[src/rtl/adder_operand_fifo_if.sv]
// Operand-pair stream bundle between a producer, the operand FIFO and the adder.
// Latency: none (wires only).
// Backpressure: IN_READY throttles the producer; OUT_READY throttles the FIFO.
// Ports: FLUSH/IN_* from producer, OUT_* to consumer, LEVEL/PAIR_CNT status.
interface adder_operand_fifo_if #(
    parameter int N     = 4,
    parameter int DEPTH = 4
);
    logic                     FLUSH;
    logic                     IN_VALID;
    logic                     IN_READY;
    logic [N-1:0]             IN_A;
    logic [N-1:0]             IN_B;
    logic                     OUT_VALID;
    logic                     OUT_READY;
    logic [N-1:0]             OUT_A;
    logic [N-1:0]             OUT_B;
    logic [$clog2(DEPTH):0]   LEVEL;
    logic [15:0]              PAIR_CNT;

    // FIFO side
    modport slave (
        input  FLUSH, IN_VALID, IN_A, IN_B, OUT_READY,
        output IN_READY, OUT_VALID, OUT_A, OUT_B, LEVEL, PAIR_CNT
    );

    // Producer/consumer side
    modport master (
        output FLUSH, IN_VALID, IN_A, IN_B, OUT_READY,
        input  IN_READY, OUT_VALID, OUT_A, OUT_B, LEVEL, PAIR_CNT
    );
endinterface

[src/rtl/adder_operand_fifo.sv]
// Operand-pair FIFO feeding the ripple adder's A/B inputs from registered outputs.
// Latency: 1 cycle from push into empty to OUT_VALID; 1 pair/cycle sustained.
// Backpressure: IN_READY = LEVEL != DEPTH (registered decode); outputs hold while stalled.
// Ports: clk, rst_n (async active-low); bus.slave carries FLUSH, IN_*, OUT_*, LEVEL, PAIR_CNT.
module adder_operand_fifo #(
    parameter int N     = 4,
    parameter int DEPTH = 4
) (
    input  logic                 clk,
    input  logic                 rst_n,
    adder_operand_fifo_if.slave  bus
);
    localparam int AW = $clog2(DEPTH);
    localparam int LW = AW + 1;

    // Storage holds every pair in flight, including the one mirrored on OUT_*.
    logic [N-1:0]  r_mem_a [DEPTH];
    logic [N-1:0]  r_mem_b [DEPTH];
    logic [AW-1:0] r_wr_ptr;
    logic [AW-1:0] r_rd_ptr;
    logic [LW-1:0] r_level;
    logic          r_out_vld;
    logic [N-1:0]  r_out_a;
    logic [N-1:0]  r_out_b;
    logic [15:0]   r_pair_cnt;

    logic          w_in_rdy;
    logic          w_push;
    logic          w_pop;
    logic [LW-1:0] w_level_nxt;
    logic [AW-1:0] w_rd_ptr_inc;
    logic          w_load;
    logic [N-1:0]  w_load_a;
    logic [N-1:0]  w_load_b;

    assign w_in_rdy     = (r_level != LW'(DEPTH));
    assign w_push       = bus.IN_VALID & w_in_rdy;
    assign w_pop        = r_out_vld & bus.OUT_READY;
    assign w_level_nxt  = r_level + LW'(w_push) - LW'(w_pop);
    assign w_rd_ptr_inc = r_rd_ptr + AW'(1);

    // Decide what the output register shows next. Bypass the input only when
    // the incoming pair becomes the oldest (empty, or last pair leaving);
    // otherwise the next-oldest pair is already in storage.
    always_comb begin
        w_load   = 1'b0;
        w_load_a = r_mem_a[w_rd_ptr_inc];
        w_load_b = r_mem_b[w_rd_ptr_inc];
        if (w_pop) begin
            if (r_level >= LW'(2)) begin
                w_load = 1'b1;
            end else if (w_push) begin
                w_load   = 1'b1;
                w_load_a = bus.IN_A;
                w_load_b = bus.IN_B;
            end
        end else if ((r_level == '0) && w_push) begin
            w_load   = 1'b1;
            w_load_a = bus.IN_A;
            w_load_b = bus.IN_B;
        end
    end

    // Storage needs no reset: LEVEL alone says which entries are meaningful.
    always_ff @(posedge clk) begin
        if (w_push && !bus.FLUSH) begin
            r_mem_a[r_wr_ptr] <= bus.IN_A;
            r_mem_b[r_wr_ptr] <= bus.IN_B;
        end
    end

    always_ff @(posedge clk or negedge rst_n) begin
        if (!rst_n) begin
            r_wr_ptr   <= '0;
            r_rd_ptr   <= '0;
            r_level    <= '0;
            r_out_vld  <= 1'b0;
            r_out_a    <= '0;
            r_out_b    <= '0;
            r_pair_cnt <= '0;
        end else if (bus.FLUSH) begin
            // Same-cycle push/pop are dropped; OUT_A/OUT_B keep stale data.
            r_wr_ptr   <= '0;
            r_rd_ptr   <= '0;
            r_level    <= '0;
            r_out_vld  <= 1'b0;
            r_pair_cnt <= '0;
        end else begin
            if (w_push) begin
                r_wr_ptr <= r_wr_ptr + AW'(1);
            end
            if (w_pop) begin
                r_rd_ptr   <= w_rd_ptr_inc;
                r_pair_cnt <= r_pair_cnt + 16'd1;
            end
            if (w_load) begin
                r_out_a <= w_load_a;
                r_out_b <= w_load_b;
            end
            r_level   <= w_level_nxt;
            r_out_vld <= (w_level_nxt != '0);
        end
    end

    assign bus.IN_READY  = w_in_rdy;
    assign bus.OUT_VALID = r_out_vld;
    assign bus.OUT_A     = r_out_a;
    assign bus.OUT_B     = r_out_b;
    assign bus.LEVEL     = r_level;
    assign bus.PAIR_CNT  = r_pair_cnt;
endmodule
[src/flat_wrapper.sv]
// flat-port wrapper written by rule: the top's interface ports become plain ports
module adder_operand_fifo_flat 
#(
    parameter int N     = 4,
    parameter int DEPTH = 4
)
  (clk, rst_n, bus_FLUSH, bus_IN_VALID, bus_IN_A, bus_IN_B, bus_OUT_READY, bus_IN_READY, bus_OUT_VALID, bus_OUT_A, bus_OUT_B, bus_LEVEL, bus_PAIR_CNT);
  adder_operand_fifo_if #(.N(N), .DEPTH(DEPTH)) bus_i ();
  input  logic clk;
  input  logic rst_n;
  input wire logic [$bits(bus_i.FLUSH)-1:0] bus_FLUSH;
  input wire logic [$bits(bus_i.IN_VALID)-1:0] bus_IN_VALID;
  input wire logic [$bits(bus_i.IN_A)-1:0] bus_IN_A;
  input wire logic [$bits(bus_i.IN_B)-1:0] bus_IN_B;
  input wire logic [$bits(bus_i.OUT_READY)-1:0] bus_OUT_READY;
  output wire logic [$bits(bus_i.IN_READY)-1:0] bus_IN_READY;
  output wire logic [$bits(bus_i.OUT_VALID)-1:0] bus_OUT_VALID;
  output wire logic [$bits(bus_i.OUT_A)-1:0] bus_OUT_A;
  output wire logic [$bits(bus_i.OUT_B)-1:0] bus_OUT_B;
  output wire logic [$bits(bus_i.LEVEL)-1:0] bus_LEVEL;
  output wire logic [$bits(bus_i.PAIR_CNT)-1:0] bus_PAIR_CNT;
  assign bus_i.FLUSH = bus_FLUSH;
  assign bus_i.IN_VALID = bus_IN_VALID;
  assign bus_i.IN_A = bus_IN_A;
  assign bus_i.IN_B = bus_IN_B;
  assign bus_i.OUT_READY = bus_OUT_READY;
  assign bus_IN_READY = bus_i.IN_READY;
  assign bus_OUT_VALID = bus_i.OUT_VALID;
  assign bus_OUT_A = bus_i.OUT_A;
  assign bus_OUT_B = bus_i.OUT_B;
  assign bus_LEVEL = bus_i.LEVEL;
  assign bus_PAIR_CNT = bus_i.PAIR_CNT;
  adder_operand_fifo #(.N(N), .DEPTH(DEPTH)) u_core (.clk(clk), .rst_n(rst_n), .bus(bus_i));
endmodule
[config.mk]
export PLATFORM = sky130hd
export DESIGN_NAME = adder_operand_fifo_flat
export DESIGN_NICKNAME = d
export VERILOG_FILES = /design/src/rtl/adder_operand_fifo_if.sv /design/src/rtl/adder_operand_fifo.sv /design/src/flat_wrapper.sv
export SDC_FILE = /design/constraint.sdc
export NUM_CORES = 1
export LEC_CHECK = 0
export BUFFER_PORTS_ARGS = -buffer_cell sky130_fd_sc_hd__buf_2
export CAP_MARGIN = 0
export CORE_ASPECT_RATIO = 0.5
export CORE_UTILIZATION = 45
export CTS_BUF_LIST = sky130_fd_sc_hd__clkbuf_4
export DETAILED_ROUTE_END_ITERATION = 7
export PLACE_DENSITY = 0.73
export SYNTH_ARGS = -nofsm -noshare
export SYNTH_HDL_FRONTEND = slang
export SYNTH_SLANG_ARGS = --single-unit
[constraint.sdc]
create_clock -name clk -period 2.44 [get_ports clk]
set_clock_uncertainty 0.15 [all_clocks]
set_input_delay 0.366 -clock clk [delete_from_list [all_inputs] [get_ports clk]]
set_output_delay 0.366 -clock clk [all_outputs]
set_load 0.05 [all_outputs]
==> impl_metrics.yaml, run 1 <==
critical_path:
  cp-start-kind: "flip-flop"
  cpMostUsedCell: "inv_1"
  cp_max_fo: 7
  path_cells: "or3b_1, nand2_1, inv_1, ha_1, inv_1, fa_1, a31oi_1"
  worstReg2RegStart: "u_core.bus.LEVEL[1]"
  crit_arrival_ns: 2.41
  cp-end-kind: "flip-flop"
  rrSetupSlack_ns: 0.21
  path_buf_inv: 2
  r2r-end: "u_core.bus.OUT_VALID"
  critPathSlowestCell: "dfrtp_1"
  worst_ep_required_time_ns: 2.62
  crit_family: "simple AND/OR/NAND/NOR gates"
  crit_type: "reg2reg"
  critical-path-max-stage-delay_ns: 0.48
  reg2reg_depth: 7
layout:
  area_delta_synth_final_pct: 16.3
  final_cells: 347
  stdcell_area_um2: 3410
  postLayoutCoreUtil: 0.551
  finalNetCount: 275
  diodes: 0
  drive_above_1_share: 0.359
die:
  floorplan.rows: 20
  core_um2: 6180
  initial_core_util: 0.474
  dieArea_um2: 6860
  die_x_um: 116
  die_h_um: 59.1
  io_pins: 42
synth:
  syn_nets: 226
  synth_cell_type_count: 37
  synth_edf_count: 32
  yosys_warnings: 0
  synth_flop_cell: "edfxtp_1"
  synth_area_per_cell_um2: 14.3
  syn_area_um2: 2930
  ys_top_cells_by_area: "edfxtp_1, dfrtp_1, mux4_2, mux2_4, xor2_1"
  netlist.area_leader.share: 0.328
  synthArstFlopShare: 0.500
  synthTopCellsByCount: "dfrtp_1, edfxtp_1, nor2_1"
  yosysSeqAreaShare: 0.601
  synth-seq-cells: 64
  syn_inst: 205
  yosysTopAreaCell: "edfxtp_1"
clocking:
  cts-htree-levels: 3
  cts_tree: "yes"
  cts_buffers: 9
  cts_sinks: 64
  clkLatencyLatePin_ns: 0.40
  cts_setup_buffers: 0
  clk_pin_slew_ns: 0.12
  cts_buffer_depth: 2
  root_buffer: "clkbuf_4"
timing:
  setup_tns_ns: 0
  maxSlewViolCount: 0
  fin_crit_sh: 0.915
  worstMarginPinSlew_ns: 0.754
  final-hold-violation-count: 0
  clock.fmax_mhz: 448
  max_slew_margin: 0.497
  finalSetupViolations: 0
  grt_setup_unrepaired: "false"
  min_period_ns: 2.23
route:
  wl_met1_um: 2200
  drt_iter0_markers: 113
  routedWlPerCell_um: 15.0
  via_count: 1791
  vias_per_cell: 5.16
  routed-wl-met3_um: 351
  detail-route-antenna-nets: 0
  wl_met2_um: 2600
  dr.pass1.iters: 4
  drc_errors: 0
  top_layer: "met4"
  drt-total-wl_um: 5200
placement:
  portBuffers: 41
  post_dp_cell_area_um2: 3240
  place_congestion: 0.749
  hpwl_um: 3660
  place_inst: 330
pwr:
  leakagePower_nw: 1.43
  ir_drop_uv: 376
  total_power_mw: 3.37
  p_per_area_nw_per_um2: 988
worst_hold_path:
  min_to: "u_core.r_mem_b[0][0]"
  min_from: "bus_IN_B[0]"
  whs_path_depth: 1
  hold_path.class: "in2reg"
status:
  outcome: "complete, no violations"
grt:
  grtUsageTotal: 0.171
  grt_pass1_vias: 1744
  grt_pass1_wl_um: 8380
  grt-ovfl-total: 0
  antenna_found_initial: 0
  grt_max_degree: 33
run:
  maxCapViolations: 0
-- placed cells by master (no fill, tap or decap), types with 2 or more instances in the layout --
| cell | count |
|---|---|
| a21oi_1 | 6 |
| and2_1 | 5 |
| and4_1 | 2 |
| buf_2 | 41 |
| buf_4 | 4 |
| bufinv_16 | 2 |
| clkbuf_4 | 9 |
| clkinv_2 | 2 |
| dfrtp_1 | 32 |
| edfxtp_1 | 32 |
| ha_1 | 7 |
| inv_1 | 7 |
| mux2_2 | 9 |
| mux2_4 | 8 |
| mux4_2 | 8 |
| nand2_1 | 8 |
| nand3_1 | 9 |
| nand4_1 | 6 |
| nor2_1 | 20 |
| o21ai_0 | 2 |
| o31ai_1 | 3 |
| or4_1 | 3 |
| xnor2_1 | 3 |
| xor2_1 | 12 |
-- metal layers --
metal / track usage / vias to the layer above
li1: - / 851
met1: 0.204 / 899
met2: 0.283 / 35
met3: 0.0777 / 6
met4: 0.0531 / 0
met5: 0 / -
-- power by group --
part	switching, mW	leakage (nW)	internal (mW)	total [mW]
combinational	0.717	0.631	0.440	1.16
clock	0.394	0.0863	0.417	0.811
sequential	0.116	0.713	1.28	1.40
-- kinds of logic (layout without fill, tap and decap cells) --
logic type	Yosys count	after routing	synth area share
flops	64	64	0.601
simple gates	61	61	0.110
mux	25	25	0.137
compound gates	16	16	0.0406
buf+inv	16	70	0.0295
xor+xnor	15	15	0.0448
fa+ha+maj	8	8	0.0367
-- stage by stage --
stage | setup WS (ns) | hold WS (ns)
after floorplan | 0.0118 | -0.0796
after global placement | 0.300 | 0.320
after detailed placement | 0.239 | 0.330
after CTS | 0.203 | 0.00129
after global routing | 0.0870 | 0.000992
final | 0.206 | 0.0310
-- worst reg2reg max path: cells and delay by family (launching register included) --
family / cells / cell delay [ns]
adders and majority gates: 2 / 0.60
DFF: 1 / 0.48
and+or+nand+nor: 2 / 0.64
buffers and inverters: 2 / 0.13
AOI/OAI and AO/OA: 1 / 0.15
-- repair_timing --
item,4_1_cts,5_1_grt
hold buffers,1,0
hold endpoints to repair,32,0
gates resized for setup,0,0
-- flip-flops by register name, summed over array words and instances (netlist names) --
| name | count |
|---|---|
| u_core.bus.LEVEL | 3 |
| u_core.bus.OUT_A | 4 |
| u_core.bus.OUT_B | 4 |
| u_core.bus.OUT_VALID | 1 |
| u_core.bus.PAIR_CNT | 16 |
| u_core.r_mem_a | 16 |
| u_core.r_mem_b | 16 |
| u_core.r_rd_ptr | 2 |
| u_core.r_wr_ptr | 2 |
-- area by class of cell --
cell class                      instances  area [um^2]
Fill cell                             517         2770
Clock buffer                            9         67.6
Multi-Input combinational cell        125         1080
Timing Repair Buffer                   47          265
Tap cell                               88          110
Inverter                                7         26.3
Sequential cell                        64         1760
Clock inverter                          7         95.1
-- worst max path at each step --
stage	from	end	cells after the start
global placement	u_core.bus.LEVEL[1]	u_core.bus.OUT_A[1]	7
detailed placement	u_core.bus.LEVEL[1]	u_core.bus.OUT_A[1]	7
CTS	u_core.bus.LEVEL[1]	u_core.bus.OUT_VALID	7
floorplan	u_core.bus.LEVEL[1]	u_core.bus.OUT_A[0]	6
global route	u_core.bus.LEVEL[1]	u_core.bus.OUT_VALID	7
finish	u_core.bus.LEVEL[1]	u_core.bus.OUT_VALID	7
Power figures use the tool's default switching activity.
==> inputs of run 2 (changes only) <==
Settings changed: CELL_PAD_IN_SITES_DETAIL_PLACEMENT from default to 0, CELL_PAD_IN_SITES_GLOBAL_PLACEMENT from default to 2, CORE_UTILIZATION 45 to 41, PLACE_DENSITY 0.73 to 0.89.
==> run 2 against run 1 <==
  * Via count down 1.2%
  * Non-clock buffer count up 1
  * Global-route usage down 0.94 points
  * Sequential cell count unchanged
  * Register-to-register slack about the same
  * Worst hold slack better by 0.011 ns
  * Count of clock-buffer cells in the layout unchanged
  * Clock power up 2.6%
  * Critical path type unchanged
  * Critical endpoint unchanged
  * Largest power group unchanged
==> impl_metrics.yaml, run 2 (same netlist as run 1, synthesis figures left out) <==
die:
  dieArea_um2: 7510
  io_pins: 42
  die_x_um: 122
  core_um2: 6810
  floorplan.rows: 21
  die_h_um: 61.8
  initial_core_util: 0.431
clocking:
  cts-htree-levels: 3
  cts_tree: "yes"
  clk_pin_slew_ns: 0.12
  cts_setup_buffers: 0
  cts_buffer_depth: 2
  cts_sinks: 64
  cts_buffers: 9
  cts_resized: 0
  clkLatencyLatePin_ns: 0.39
  root_buffer: "clkbuf_4"
  holdBufCountCts: 1
timing:
  hold_slack_ns: 0.0415
  grt_setup_unrepaired: "false"
  final-hold-violation-count: 0
  max_slew_margin: 0.481
  maxSlewViolCount: 0
  min_period_ns: 2.22
  worstMarginPinSlew_ns: 0.778
  clock.fmax_mhz: 450
  finalSetupViolations: 0
  setup_tns_ns: 0
  fin_crit_sh: 0.912
placement:
  hpwl_um: 3710
  place_inst: 335
  place_congestion: 0.725
  portBuffers: 41
route:
  drt_iter0_markers: 106
  vias_per_cell: 5.03
  routedWlPerCell_um: 15.8
  dr.pass1.iters: 5
  via_count: 1769
  detail-route-antenna-nets: 0
  drc_errors: 0
  drt-total-wl_um: 5550
grt:
  grt_max_degree: 33
  antenna_found_initial: 0
  grt_pass1_wl_um: 8890
  grt_pass1_vias: 1734
  grtUsageTotal: 0.162
  grt-ovfl-total: 0
critical_path:
  crit_arrival_ns: 2.39
  reg2reg_depth: 7
  cp_max_fo: 7
  crit_type: "reg2reg"
  cp-end-kind: "flip-flop"
  cp-start-kind: "flip-flop"
  worst_ep_required_time_ns: 2.60
pwr:
  p_per_area_nw_per_um2: 994
  switching_share: 0.369
  power.share.combinational: 0.346
  leakagePower_nw: 1.43
  ir_drop_uv: 280
  p_clk_frac: 0.245
  p_int_mw: 2.15
  p_sw_mw: 1.25
  seqPwrFrac: 0.410
layout:
  final_cells: 352
  final_common_cell: "buf_2"
  drive_above_1_share: 0.358
  finalNetCount: 276
  diodes: 0
  area_delta_synth_final_pct: 16.7
  postLayoutCoreUtil: 0.502
  mostFrequentLayoutCells: "buf_2, dfrtp_1, edfxtp_1, nor2_1, xor2_1"
worst_hold_path:
  hold_path.class: "in2reg"
  whs_path_depth: 1
status:
  outcome: "complete, no violations"
run:
  maxCapViolations: 0
## run 2: critical path: stages (launching register included)
cell and delay, ns:
dfrtp_1 0.48, or3b_1 0.46, nand2_1 0.17, inv_1 0.07
ha_1 0.17, inv_1 0.06, fa_1 0.43, a31oi_1 0.14
## run 2: path summary, 6_finish.rpt
check	start	endpoint	slack (ns)
worst max-delay path	u_core.bus.LEVEL[1]	u_core.bus.OUT_VALID	0.22
worst min-delay path	bus_IN_A[2]	u_core.r_mem_a[1][2]	0.04
worst max register to register	u_core.bus.LEVEL[1]	u_core.bus.OUT_VALID	0.22
worst min register to register	u_core.bus.OUT_A[3]	u_core.bus.OUT_A[3]	0.36
max in group asynchronous	rst_n	u_core.r_rd_ptr[0]	1.20
min in group asynchronous	rst_n	u_core.bus.OUT_A[3]	0.42
## run 2: per-stage QoR
stage / setup WS [ns] / power [mW] / cell area (um^2)
floorplan: 0.0118 / 2.31 / 2930
global placement: 0.284 / 2.58 / 3250
detailed placement: 0.233 / 2.61 / 3250
CTS: 0.203 / 3.43 / 3420
global route: 0.114 / 3.58 / 3420
finish: 0.216 / 3.40 / 3420
## run 2: routing by layer
metal / track usage / part of all wire
met3: 0.0493 / 0.041
met2: 0.267 / 0.48
met4: 0.0653 / 0.0076
met5: 0 / 0
met1: 0.207 / 0.47
## run 2: layout make-up
cell class	instances	area (um^2)
clock buffer	9	67.6
clock inverter	7	93.8
fill	584	3390
inverter	7	26.3
multi-input combinational	125	1080
sequential	64	1760
tap	92	115
timing repair buffer	48	273
## run 2: power groups by stage
| stage | Clock (mW) | Sequential, mW | Combinational, mW |
|---|---|---|---|
| detailed placement | 0 | 1.42 | 1.19 |
| finish | 0.832 | 1.39 | 1.18 |
| CTS | 0.844 | 1.40 | 1.19 |
| global route | 0.893 | 1.42 | 1.27 |
| global placement | 0 | 1.41 | 1.17 |
| floorplan | 0 | 1.74 | 0.574 |
==> inputs of run 3 (changes only) <==
Settings changed: CELL_PAD_IN_SITES_DETAIL_PLACEMENT 0 to 1, CORE_UTILIZATION 41 to 40, CTS_BUF_LIST sky130_fd_sc_hd__clkbuf_4 to default, GPL_ROUTABILITY_DRIVEN from default to 0, PLACE_DENSITY 0.89 to 0.87.
==> run 3 against run 2 <==
  * Total power increased by 13%
  * Sequential share of layout area decreased by 1.9 points
  * Maximum frequency decreased by 1.1%
  * Via count increased by 3.8%
  * Die area increased by 2.4%
  * Setup slack got worse by 0.025 ns
  * Worst hold slack improved by 0.081 ns
  * Sequential cell count unchanged
  * Combinational power about the same
  * Utilization increased by 1.4 points
  * Highest routed layer unchanged
==> impl_metrics.yaml, run 3 (same netlist as run 1, synthesis figures left out) <==
status:
  outcome: "complete, no violations"
pwr:
  leakagePower_nw: 1.49
  p_int_mw: 2.53
  switching_share: 0.342
  p_sw_mw: 1.32
  ir_drop_uv: 367
  p_clk_frac: 0.331
  power.share.combinational: 0.305
  seqPwrFrac: 0.365
  p_per_area_nw_per_um2: 1080
grt:
  grt_pass1_wl_um: 10700
  grt-ovfl-total: 0
  grt_pass1_vias: 2023
  grtUsageTotal: 0.192
  grt_max_degree: 33
  antenna_found_initial: 0
layout:
  diodes: 0
  area_delta_synth_final_pct: 21.2
  n_fill_cell: 711
  drive_above_1_share: 0.360
  ff_latch_area_um2: 1760
  finalNetCount: 277
  final_common_cell: "buf_2"
  mostFrequentLayoutCells: "buf_2, dfrtp_1, edfxtp_1, nor2_1, xor2_1"
  final_cells: 353
  multi_input_area_um2: 1080
timing:
  worstMarginPinSlew_ns: 0.780
  finalSetupViolations: 0
  fin_crit_sh: 0.922
  hold_slack_ns: 0.123
  min_period_ns: 2.25
  grt_setup_unrepaired: "false"
  setup_tns_ns: 0
  maxSlewViolCount: 0
  max_slew_margin: 0.480
  clock.fmax_mhz: 445
  final-hold-violation-count: 0
placement:
  hpwl_um: 4410
  place_inst: 336
  portBuffers: 41
clocking:
  cts_tree: "yes"
  cts-htree-levels: 3
  root_buffer: "clkbuf_16"
  clkLatencyLatePin_ns: 0.33
  cts_buffer_depth: 2
  cts_buffers: 9
  clk_pin_slew_ns: 0.06
  cts_sinks: 64
critical_path:
  crit_type: "reg2reg"
  cp_max_fo: 8
  crit_arrival_ns: 2.31
  r2r-end: "u_core.bus.OUT_B[3]"
  cp-start-kind: "flip-flop"
  reg2reg_depth: 6
  worstReg2RegStart: "u_core.bus.LEVEL[1]"
  worst_ep_required_time_ns: 2.50
  rrSetupSlack_ns: 0.19
  cp-end-kind: "flip-flop"
die:
  initial_core_util: 0.426
  io_pins: 42
  dieArea_um2: 7690
  die_x_um: 123
  die_h_um: 62.5
  core_um2: 6880
  floorplan.rows: 21
route:
  dr.pass1.iters: 4
  via_count: 1836
  detail-route-antenna-nets: 0
  drc_errors: 0
  routedWlPerCell_um: 18.0
  vias_per_cell: 5.20
  drt-total-wl_um: 6370
  drt_iter0_markers: 88
run:
  maxCapViolations: 0
worst_hold_path:
  min_to: "u_core.r_mem_a[3][1]"
  hold_path.class: "in2reg"
  min_from: "bus_IN_A[1]"
  whs_path_depth: 1
-- run 3: changes by cell type in the layout (fill, tap and decap cells not counted), sizes merged --
cell / before / now
bufinv: 2 / 1
inv: 9 / 7
buf: 47 / 48
clkinv: 2 / 3
clkbuf: 9 / 11
-- run 3: layer usage --
layer  vias up  global-route usage  part of all wire  wire, um
met3        13              0.0575             0.034       217
met1       934               0.229              0.43      2760
met2        37               0.325              0.51      3280
li1        852                   -                 -         -
met4         0              0.0723             0.017       108
met5         -                   0                 0         0
-- run 3: timing repair --
action / CTS / global route
endpoints found under the setup margin: 0 / 0
setup buffers: 0 / 0
gates resized for setup: 0 / 0
hold buffers: 1 / 0
endpoints found under the hold margin: 32 / 0
-- run 3: worst max-delay path: stages (launching register included) --
cell      delay [ns]
dfrtp_1         0.43
inv_1           0.07
ha_1            0.21
and3_1          0.22
o211ai_4        0.43
mux2_4          0.34
mux2_2          0.28
-- run 3: layout make-up --
| class | count | area share |
|---|---|---|
| clock buffers | 11 | 0.0683 |
| well taps | 92 | 0.0324 |
| multi-input cells | 125 | 0.305 |
| inverters | 7 | 0.00740 |
| repair buffers | 49 | 0.0754 |
| clock inverters | 5 | 0.0159 |
| flip-flops and latches | 64 | 0.496 |
-- run 3: stage by stage --
stage / utilization / total power, mW / setup slack, ns / instance area [um^2]
after floorplan: - / 2.31 / 0.0118 / 2930
after global placement: 0.471 / 2.56 / 0.263 / 3240
after detailed placement: 0.471 / 2.61 / 0.177 / 3240
after CTS: 0.516 / 3.90 / 0.169 / 3550
after global routing: 0.516 / 4.03 / 0.0860 / 3550
final: 0.516 / 3.85 / 0.191 / 3550
-- run 3: worst max-delay path by stage --
stage | from | to | slack, ns
after floorplan | u_core.bus.LEVEL[1] | u_core.bus.OUT_A[0] | 0.01
after global placement | u_core.bus.LEVEL[1] | u_core.bus.OUT_A[1] | 0.26
after detailed placement | u_core.bus.LEVEL[1] | u_core.bus.OUT_B[3] | 0.18
after CTS | u_core.bus.LEVEL[1] | u_core.bus.OUT_B[3] | 0.17
after global routing | u_core.bus.LEVEL[1] | u_core.bus.OUT_VALID | 0.09
final | u_core.bus.LEVEL[1] | u_core.bus.OUT_B[3] | 0.19
-- run 3: power groups by stage --
stage                     combinational [mW]  sequential, mW  clock, mW
after floorplan                        0.574            1.74          0
after global placement                  1.15            1.41          0
after detailed placement                1.18            1.43          0
after CTS                               1.19            1.41       1.29
after global routing                    1.26            1.43       1.34
final                                   1.17            1.40       1.27
